===== config.mk =====
export PLATFORM = sky130hd
export DESIGN_NAME = pulse_generator
export DESIGN_NICKNAME = d
export VERILOG_FILES = /design/src/rtl/freq_pkg.sv /design/src/rtl/pulse_gen_cfg.sv /design/src/rtl/pulse_generator.sv
export SDC_FILE = /design/constraint.sdc
export NUM_CORES = 1
export LEC_CHECK = 0
export ABC_AREA = 1
export BUFFER_PORTS_ARGS = -buffer_cell sky130_fd_sc_hd__buf_2
export CAP_MARGIN = 0
export CELL_PAD_IN_SITES_DETAIL_PLACEMENT = 2
export CELL_PAD_IN_SITES_GLOBAL_PLACEMENT = 2
export CORE_MARGIN = 4
export CORE_UTILIZATION = 32
export CTS_BUF_LIST = sky130_fd_sc_hd__clkbuf_16
export CTS_CLUSTER_SIZE = 28
export DETAILED_ROUTE_END_ITERATION = 12
export PLACE_DENSITY_LB_ADDON = 0.1
export SYNTH_ARGS = -nofsm -noshare
export SYNTH_HDL_FRONTEND = slang
export SYNTH_SLANG_ARGS = --single-unit

===== constraint.sdc =====
create_clock -name MAX10_CLK1_50 -period 2.8 [get_ports MAX10_CLK1_50]
set_input_delay 0 -clock MAX10_CLK1_50 [delete_from_list [all_inputs] [get_ports MAX10_CLK1_50]]
set_output_delay 0 -clock MAX10_CLK1_50 [all_outputs]
set_load 0.02 [all_outputs]

===== src/rtl/freq_pkg.sv =====
// Shared constants and types for the pulse generator / frequency detector pair.
package freq_pkg;
  localparam int CNT_W_DEF  = 26;
  localparam int PCNT_W_DEF = 16;
  localparam int CLK_HZ     = 50_000_000;
  localparam int MIN_PERIOD = 2;

  typedef enum logic {
    IDLE = 1'b0,
    RUN  = 1'b1
  } run_state_t;
endpackage


===== src/rtl/pulse_gen_cfg.sv =====
// Double-buffered period/high-time configuration with load validation and
// high-time saturation; pending values move to active only when told to.
module pulse_gen_cfg
  import freq_pkg::*;
#(
  parameter int CNT_W = CNT_W_DEF
) (
  input  logic             MAX10_CLK1_50,
  input  logic             reset_n,
  input  logic [CNT_W-1:0] period_cycles,
  input  logic [CNT_W-1:0] high_cycles,
  input  logic             load,
  input  logic             advance,
  output logic [CNT_W-1:0] act_period,
  output logic [CNT_W-1:0] act_high,
  output logic [CNT_W-1:0] nxt_high,
  output logic             pend_valid,
  output logic             cfg_err
);

  localparam logic [CNT_W-1:0] ONE     = CNT_W'(1);
  localparam logic [CNT_W-1:0] MIN_PER = CNT_W'(MIN_PERIOD);

  logic [CNT_W-1:0] pend_period;
  logic [CNT_W-1:0] pend_high;
  logic             load_ok;

  // Clamp so every period keeps at least one low cycle.
  function automatic logic [CNT_W-1:0] sat_high(input logic [CNT_W-1:0] p,
                                                input logic [CNT_W-1:0] h);
    return (h >= p) ? (p - ONE) : h;
  endfunction

  assign load_ok  = (period_cycles >= MIN_PER);
  assign nxt_high = pend_valid ? pend_high : act_high;

  always_ff @(posedge MAX10_CLK1_50 or negedge reset_n) begin
    if (!reset_n) begin
      pend_period <= '0;
      pend_high   <= '0;
      act_period  <= '0;
      act_high    <= '0;
      pend_valid  <= 1'b0;
      cfg_err     <= 1'b0;
    end else begin
      // The advance uses what was pending before this edge; a load on the
      // same edge refills the buffer for the following boundary.
      if (advance && pend_valid) begin
        act_period <= pend_period;
        act_high   <= pend_high;
        pend_valid <= 1'b0;
      end
      if (load) begin
        if (load_ok) begin
          pend_period <= period_cycles;
          pend_high   <= sat_high(period_cycles, high_cycles);
          pend_valid  <= 1'b1;
          cfg_err     <= 1'b0;
        end else begin
          cfg_err <= 1'b1;
        end
      end
    end
  end

endmodule


===== src/rtl/pulse_generator.sv =====
// Programmable square-wave source with cycle-exact period and high time;
// configuration changes land only on period boundaries.
module pulse_generator
  import freq_pkg::*;
#(
  parameter int CNT_W  = CNT_W_DEF,
  parameter int PCNT_W = PCNT_W_DEF
) (
  input  logic              MAX10_CLK1_50,
  input  logic              reset_n,
  input  logic [CNT_W-1:0]  period_cycles,
  input  logic [CNT_W-1:0]  high_cycles,
  input  logic              load,
  input  logic              enable,
  output logic              pulse_out,
  output logic              period_start,
  output logic              active,
  output logic              cfg_err,
  output logic [PCNT_W-1:0] period_count
);

  localparam logic [CNT_W-1:0] ONE = CNT_W'(1);

  run_state_t       state;
  logic [CNT_W-1:0] cnt;
  logic [CNT_W-1:0] cnt_inc;
  logic [CNT_W-1:0] act_period;
  logic [CNT_W-1:0] act_high;
  logic [CNT_W-1:0] nxt_high;
  logic             pend_valid;
  logic             boundary;
  logic             start;
  logic             advance;
  logic             nxt_has_high;

  assign cnt_inc      = cnt + ONE;
  assign boundary     = (state == RUN) && (cnt == (act_period - ONE));
  assign start        = (state == IDLE) && enable && pend_valid;
  assign advance      = start || (boundary && enable);
  assign nxt_has_high = (nxt_high != '0);

  pulse_gen_cfg #(
    .CNT_W(CNT_W)
  ) u_cfg (
    .MAX10_CLK1_50(MAX10_CLK1_50),
    .reset_n      (reset_n),
    .period_cycles(period_cycles),
    .high_cycles  (high_cycles),
    .load         (load),
    .advance      (advance),
    .act_period   (act_period),
    .act_high     (act_high),
    .nxt_high     (nxt_high),
    .pend_valid   (pend_valid),
    .cfg_err      (cfg_err)
  );

  always_ff @(posedge MAX10_CLK1_50 or negedge reset_n) begin
    if (!reset_n) begin
      state        <= IDLE;
      cnt          <= '0;
      pulse_out    <= 1'b0;
      period_start <= 1'b0;
      active       <= 1'b0;
      period_count <= '0;
    end else begin
      case (state)
        IDLE: begin
          pulse_out    <= 1'b0;
          period_start <= 1'b0;
          active       <= 1'b0;
          if (start) begin
            state        <= RUN;
            cnt          <= '0;
            pulse_out    <= nxt_has_high;
            period_start <= nxt_has_high;
            active       <= 1'b1;
          end
        end
        RUN: begin
          if (boundary) begin
            cnt          <= '0;
            period_count <= period_count + PCNT_W'(1);
            if (enable) begin
              pulse_out    <= nxt_has_high;
              period_start <= nxt_has_high;
            end else begin
              // Enable dropped: this period has completed, park in IDLE.
              state        <= IDLE;
              pulse_out    <= 1'b0;
              period_start <= 1'b0;
              active       <= 1'b0;
            end
          end else begin
            cnt          <= cnt_inc;
            pulse_out    <= (cnt_inc < act_high);
            period_start <= 1'b0;
          end
        end
        default: state <= IDLE;
      endcase
    end
  end

endmodule

==> results by group, run 1 <==
Timing
  – Max-slew headroom: 49.1%
  – Max Clock Skew: 18.1 ps
  – Final worst slack: -512 ps
  – Final setup fails: 61
  – Slew Limit Fails: 0
  – Final critical-path required period: 3310 ps
  – Setup TNS: -6140 ps
  – Unrepaired setup endpoints after global routing: true
  – Part of the cycle the worst path needs: 118%
  – Worst-Margin Slew: 763 ps
  – Max frequency: 0.302 GHz
  – Final Hold Fails: 0

GRT
  – Met3 Use GR: 3.35%
  – Global-route usage over all layers: 26.7%
  – Met1 usage: 31.7%
  – Initial antenna violation count: 2
  – Top Usage Layer GRT: met2
  – Gr ovfl total: 0
  – GR Util met2: 49.2%
  – First-pass GRT wire length: 73,900 µm
  – Vias in the first global route: 12,800
  – Largest net degree at the start of global routing: 72

Synthesis
  – Synth top cells by count: 372 x nand2_1, 233 x inv_1, 152 x dfrtp_1
  – Share of synthesized registers carrying an async set or reset: 100%
  – Main synth FF type: dfrtp_1
  – Number of synthesized flops with an enable pin: 0
  – Synth Instances: 1,463
  – Largest area contributor in the netlist: dfrtp_1
  – Mean Syn Cell Area: 7.12 µm²
  – Synth area leaders: dfrtp_1 37%, nand2_1 13%, inv_1 8.4%
  – Sequential area share after synthesis: 36.5%
  – Cell with the most instances after synthesis: nand2_1
  – Yosys top cell area share: 36.5%
  – Register bit total from synthesis: 152
  – Mapped Area: 10,400 µm²
  – Yosys cell types: 37
  – Synth Warn #: 0
  – Syn_nets: 1,575

Clock network
  – Worst-path clk slew: 80 ps
  – CTS HTree Levels: 4
  – Total CTS buffers: 17
  – Clock buffer depth: 2
  – TritonCTS clock tree: done
  – Skew-Pair Late Insertion Delay: 460 ps
  – Root Buffer: clkbuf_16
  – Num Clock Sinks: 152

Route
  – Initial drt markers: 521
  – Routed wire length: 51,900 µm
  – Vias per inst: 5.24
  – Pre-Repair DR Iteration Count: 4
  – Via count: 11,500
  – Drc violations: 0
  – Drt wl/cell: 23.6 µm
  – ANT nets after route: 0

Finish
  – Non-filler instance count after layout: 2,201
  – Fill count: 3,673
  – Layout area overhead: 36.8%
  – Share of post-route cells with drive strength above 1: 23.4%
  – Number of nets in the layout: 1,863

Die
  – Die height: 188 µm
  – Site Rows: 65
  – Die width: 188 µm
  – Die area: 35,500 µm²
  – Core Footprint: 31,800 µm²
  – Starting Density: 32.8%
  – I/O Pins: 76

Setup path
  – Largest stage delay on the critical path: 420 ps
  – Worst path slowest cell: dfrtp_1
  – WP buf/inv: 2
  – Critical Path Source: cnt[1]
  – WP depth: 21
  – Crit path arrival time: 3660 ps
  – R2r startpoint: cnt[1]
  – Kind of cell adding the most delay to the critical path: simple AND/OR/NAND/NOR gates
  – Crit Reg-Reg Endpoint: pulse_out
  – Critical Path Sink: pulse_out
  – Reg2Reg Setup Slack: -510 ps
  – Worst setup SP type: register
  – CP Cell Sequence: inv_2, nor3_4, nand2_2, nor2_4, nand2_2, nor2_2, nand2_2, nor2_2, nand2_2, xor2_2, inv_1, ha_4, nand4_1, a31oi_4, nor4_2, nand2_1, nand4_1, nand3_2, nand2_1, nand2_1, nand2_1
  – CP Max Fanout: 3
  – Crit path capture type: register
  – WS Path Type: register to register
  – Worst R2R Path Depth: 21
  – Worst path required time: 3150 ps

Placed design
  – I/O Buffers: 75
  – RePlAce Congestion: 0.886
  – Hpwl dp: 33,700 µm
  – Post-Place Cells: 2,075

Status
  – Outcome: finished, violations left
  – Failing checks: negative setup slack

Power and ir drop
  – Pwr dens: 677 nW/µm²
  – Leak pwr: 0.00712 µW
  – Worst ir drop on vdd: 0.444 mV
  – Overall power: 9650 µW

Worst hold path
  – Hold crit path type: primary input to register

Run
  – Max_cap viols: 0
## layer usage
layer | vias up | wire length, µm
li1 | 5320 | -
met1 | 5794 | 21000
met2 | 280 | 26800
met3 | 131 | 1600
met4 | 0 | 2550
met5 | - | 0
## cells by family after synthesis
logic type	share of synthesized area, %
and+or+nand+nor	29.4
buffers and inverters	10.3
AOI/OAI and AO/OA	11.4
DFF	36.5
xor gates and xnor gates	5.63
adders and majority gates	6.73
## repair_timing
item                                    in CTS  in global routing
endpoints found under the setup margin      47                 98
buffers inserted                            21                 14
endpoints found under the hold margin      118                  0
gates resized for setup                     54                 84
cloned                                       4                  1
pin swaps                                   29                 29
hold buffers                                52                  0
## placed cells by master (no fill, tap or decap), types with 47 or more instances in the layout
master	n
dlygate4sd3_1	52
xor2_1	50
dfrtp_1	150
ha_1	47
inv_1	220
buf_4	156
nand2_1	350
o21ai_0	63
nor2_1	112
buf_2	74
nand3_1	71
## area by class of cell
type,instances,area (µm²),share of cell area [%]
Antenna cell,2,5.00,0.0351
Tap cell,435,544,3.82
Clock inverter,15,171,1.20
Timing Repair Buffer,304,2400,16.9
Inverter,234,887,6.22
Clock buffer,17,425,2.98
Sequential cell,152,3810,26.7
Multi-Input combinational cell,1042,6010,42.2
## tightest hold or removal path: stages
cell	delay (ps)
buf_2	130
xor2_1	70
a21oi_1	150
a21oi_1	70
## flip-flops by register name (all words and copies together) (netlist names)
register           count
active                 1
cnt                   26
period_count          16
period_start           1
pulse_out              1
state                  1
u_cfg.act_high        26
u_cfg.act_period      26
u_cfg.cfg_err          1
u_cfg.pend_high       26
u_cfg.pend_period     26
u_cfg.pend_valid       1
## stage by stage
step	hold WS [ps]	setup slack, ps	util, %	area, µm²
floorplan	-296	73.8	-	10400
global placement	72.0	-261	38.4	12200
detailed placement	71.5	-353	38.4	12200
CTS	11.5	-191	43.4	13800
global route	25.2	-604	44.8	14300
finish	21.7	-512	44.8	14300
## power by group
part / total (µW) / switching (µW) / internal [µW] / leakage, µW
clock: 2400 / 1190 / 1210 / 0.000294
combinational: 4340 / 2650 / 1690 / 0.00491
sequential: 2910 / 378 / 2530 / 0.00192
total: 9650 / 4220 / 5430 / 0.00712
## worst min path at each step
stage,slack [ps],cells past startpoint,from,endpoint
2_1_floorplan,-300,0,reset_n,active
3_3_place_gp,70,1,reset_n,u_cfg.act_period[3]
3_5_place_dp,70,1,reset_n,u_cfg.act_period[3]
4_1_cts,10,4,period_cycles[2],u_cfg.pend_high[2]
5_1_grt,30,3,period_cycles[4],u_cfg.pend_period[4]
6_report,20,4,period_cycles[2],u_cfg.pend_high[2]
No activity file was read; power rests on OpenSTA's default activity.
==> inputs of run 2 (changes only) <==
- CORE_ASPECT_RATIO: default -> 0.9
==> run 2 against run 1 <==
Global-route usage is 0.28 points lower. Sequential share of layout area is 1.1 points lower. Largest cell class unchanged. The flow still finishes with violations (negative setup slack). Via count rose by 1.4%. Critical endpoint unchanged. Register-to-register slack gained 90 ps. Critical path depth is the same. Cell count down 0.41%. Total power rose by 3.8%. Worst setup slack improved by 94 ps. Count of clock-buffer cells in the layout stayed put. Die area barely moved.
==> results by group, run 2 (synthesized netlist as in run 1, its figures left out) <==
GRT
  – Gr ovfl total: 0
  – Largest net degree at the start of global routing: 71
  – Initial antenna violation count: 2
  – First-pass GRT wire length: 72,200 µm
  – Vias in the first global route: 12,600
  – Global-route usage over all layers: 26.4%

Worst hold path
  – WHS Path Cells: 3
  – Hold crit path type: primary input to register

Clock network
  – Skew-Pair Late Insertion Delay: 450 ps
  – CTS HTree Levels: 4
  – Worst-path clk slew: 70 ps
  – Total CTS buffers: 17
  – TritonCTS clock tree: done
  – Clock buffer depth: 2
  – Root Buffer: clkbuf_16
  – Num Clock Sinks: 152

Finish
  – Antenna diodes: 0
  – Fill count: 3,591
  – Layout area overhead: 43.1%
  – Commonest non-fill, non-tap cell in the layout: nand2_1
  – Finished Cell Area: 14,900 µm²
  – Most frequent cells in the layout: 291 x nand2_1, 218 x inv_1, 160 x buf_4
  – Number of nets in the layout: 1,875
  – Share of post-route cells with drive strength above 1: 29.6%
  – Final Util: 46.5%

Timing
  – Final Hold Fails: 0
  – Worst-Margin Slew: 670 ps
  – Max frequency: 0.311 GHz
  – Final critical-path required period: 3220 ps
  – Max-slew headroom: 54.9%
  – Max Clock Skew: 17.9 ps
  – Slew Limit Fails: 0
  – Final setup fails: 50
  – Unrepaired setup endpoints after global routing: true
  – Hold slack: 27.0 ps
  – Part of the cycle the worst path needs: 115%
  – Final worst slack: -418 ps

Die
  – Die area: 35,500 µm²
  – Die width: 198 µm
  – I/O Pins: 76
  – Starting Density: 32.5%
  – Site Rows: 62
  – Die height: 179 µm
  – Core Footprint: 32,000 µm²

Placed design
  – Placed instance area: 12,100 µm²
  – I/O Buffers: 75
  – Hpwl dp: 33,400 µm
  – RePlAce Congestion: 0.857

Power and ir drop
  – Pwr dens: 672 nW/µm²
  – Worst ir drop on vdd: 0.479 mV
  – Overall power: 10,000 µW
  – Leak pwr: 0.00731 µW

Route
  – Routed wire length: 53,300 µm
  – Vias per inst: 5.33
  – Pre-Repair DR Iteration Count: 5
  – Initial drt markers: 670
  – ANT nets after route: 0
  – Drt wl/cell: 24.3 µm
  – Via count: 11,700
  – Drc violations: 0

Setup path
  – CP Cell Sequence: buf_6, inv_4, nor3_4, nand2_2, nor2_2, nand2_1, nor2_1, nand2_1, nor2_2, nand2_2, nor2_2, nand2_1, xor2_1, ha_1, a21oi_2, o21a_1, o221a_2, nand3_1, nand2_1, nand2_1, nand2_1
  – Top cell by count, worst path: nand2_1
  – Crit path arrival time: 3600 ps
  – WS Path Type: register to register
  – Worst setup SP type: register
  – Crit path capture type: register
  – Worst path slowest cell: dfrtp_1
  – Worst R2R Path Depth: 21
  – CP Max Fanout: 3
  – Largest stage delay on the critical path: 390 ps
  – Worst path required time: 3180 ps

Status
  – Failing checks: negative setup slack
  – Outcome: finished, violations left

Run
  – Max_cap viols: 0
## run 2: cell types whose count changed in the layout (fill, tap and decap cells not counted), sizes merged
cell | before | now
nand3 | 80 | 79
inv | 242 | 238
clkbuf | 17 | 22
buf | 252 | 260
diode | 2 | 0
clkinvlp | 1 | 3
clkinv | 6 | 8
## run 2: layout make-up
class                           count  area [µm²]  area share (%)
Multi-Input combinational cell   1041        6490            43.5
Tap cell                          416         520            3.49
Clock buffer                       17         425            2.85
Timing Repair Buffer              317        2640            17.7
Inverter                          234         888            5.96
Clock inverter                     15         136           0.915
Sequential cell                   152        3810            25.6
## run 2: repair_timing
item                                    in CTS  in global routing
gates cloned                                 4                  5
hold buffers                                52                  0
endpoints found under the setup margin      58                 80
buffers inserted                            24                 31
endpoints found under the hold margin      105                  0
resized for setup                          105                181
pin swaps                                   39                 59
## run 2: stage by stage
| step | TNS (ps) | instances | setup WS, ps |
|---|---|---|---|
| after floorplan | 0 | 1463 | 73.8 |
| after global placement | -120 | 2047 | -120 |
| after detailed placement | -1320 | 2047 | -236 |
| after CTS | -313 | 2159 | -81.9 |
| after global routing | -11690 | 2192 | -641 |
| final | -3980 | 2192 | -418 |
## run 2: worst paths after layout
path                       slack [ps]               endpoint                  start
max                              -420              pulse_out                 cnt[1]
min                                30  u_cfg.pend_period[24]      period_cycles[24]
max reg2reg                      -420              pulse_out                 cnt[1]
min reg2reg                       490  u_cfg.pend_period[22]  u_cfg.pend_period[22]
max in group asynchronous        1790        period_count[7]                reset_n
min in group asynchronous         120    u_cfg.act_period[6]                reset_n
## run 2: critical path, delay by kind of cell, from the launching register on
| family | cells | cell delay (ps) |
|---|---|---|
| simple gates | 14 | 1540 |
| buf+inv | 2 | 170 |
| flops | 1 | 390 |
| fa+ha+maj | 1 | 330 |
| xor+xnor | 1 | 260 |
| compound gates | 3 | 470 |
## run 2: where the power goes
part	internal, µW	switching [µW]
clock	1170	1130
combinational	1910	2830
sequential	2530	447
total	5610	4400
## run 2: metal layers
layer  global-route usage, %  wire (µm)
met2                    47.6      27500
met4                    6.83       1490
met3                    4.04       2170
met1                    33.1      22200
met5                       0          0
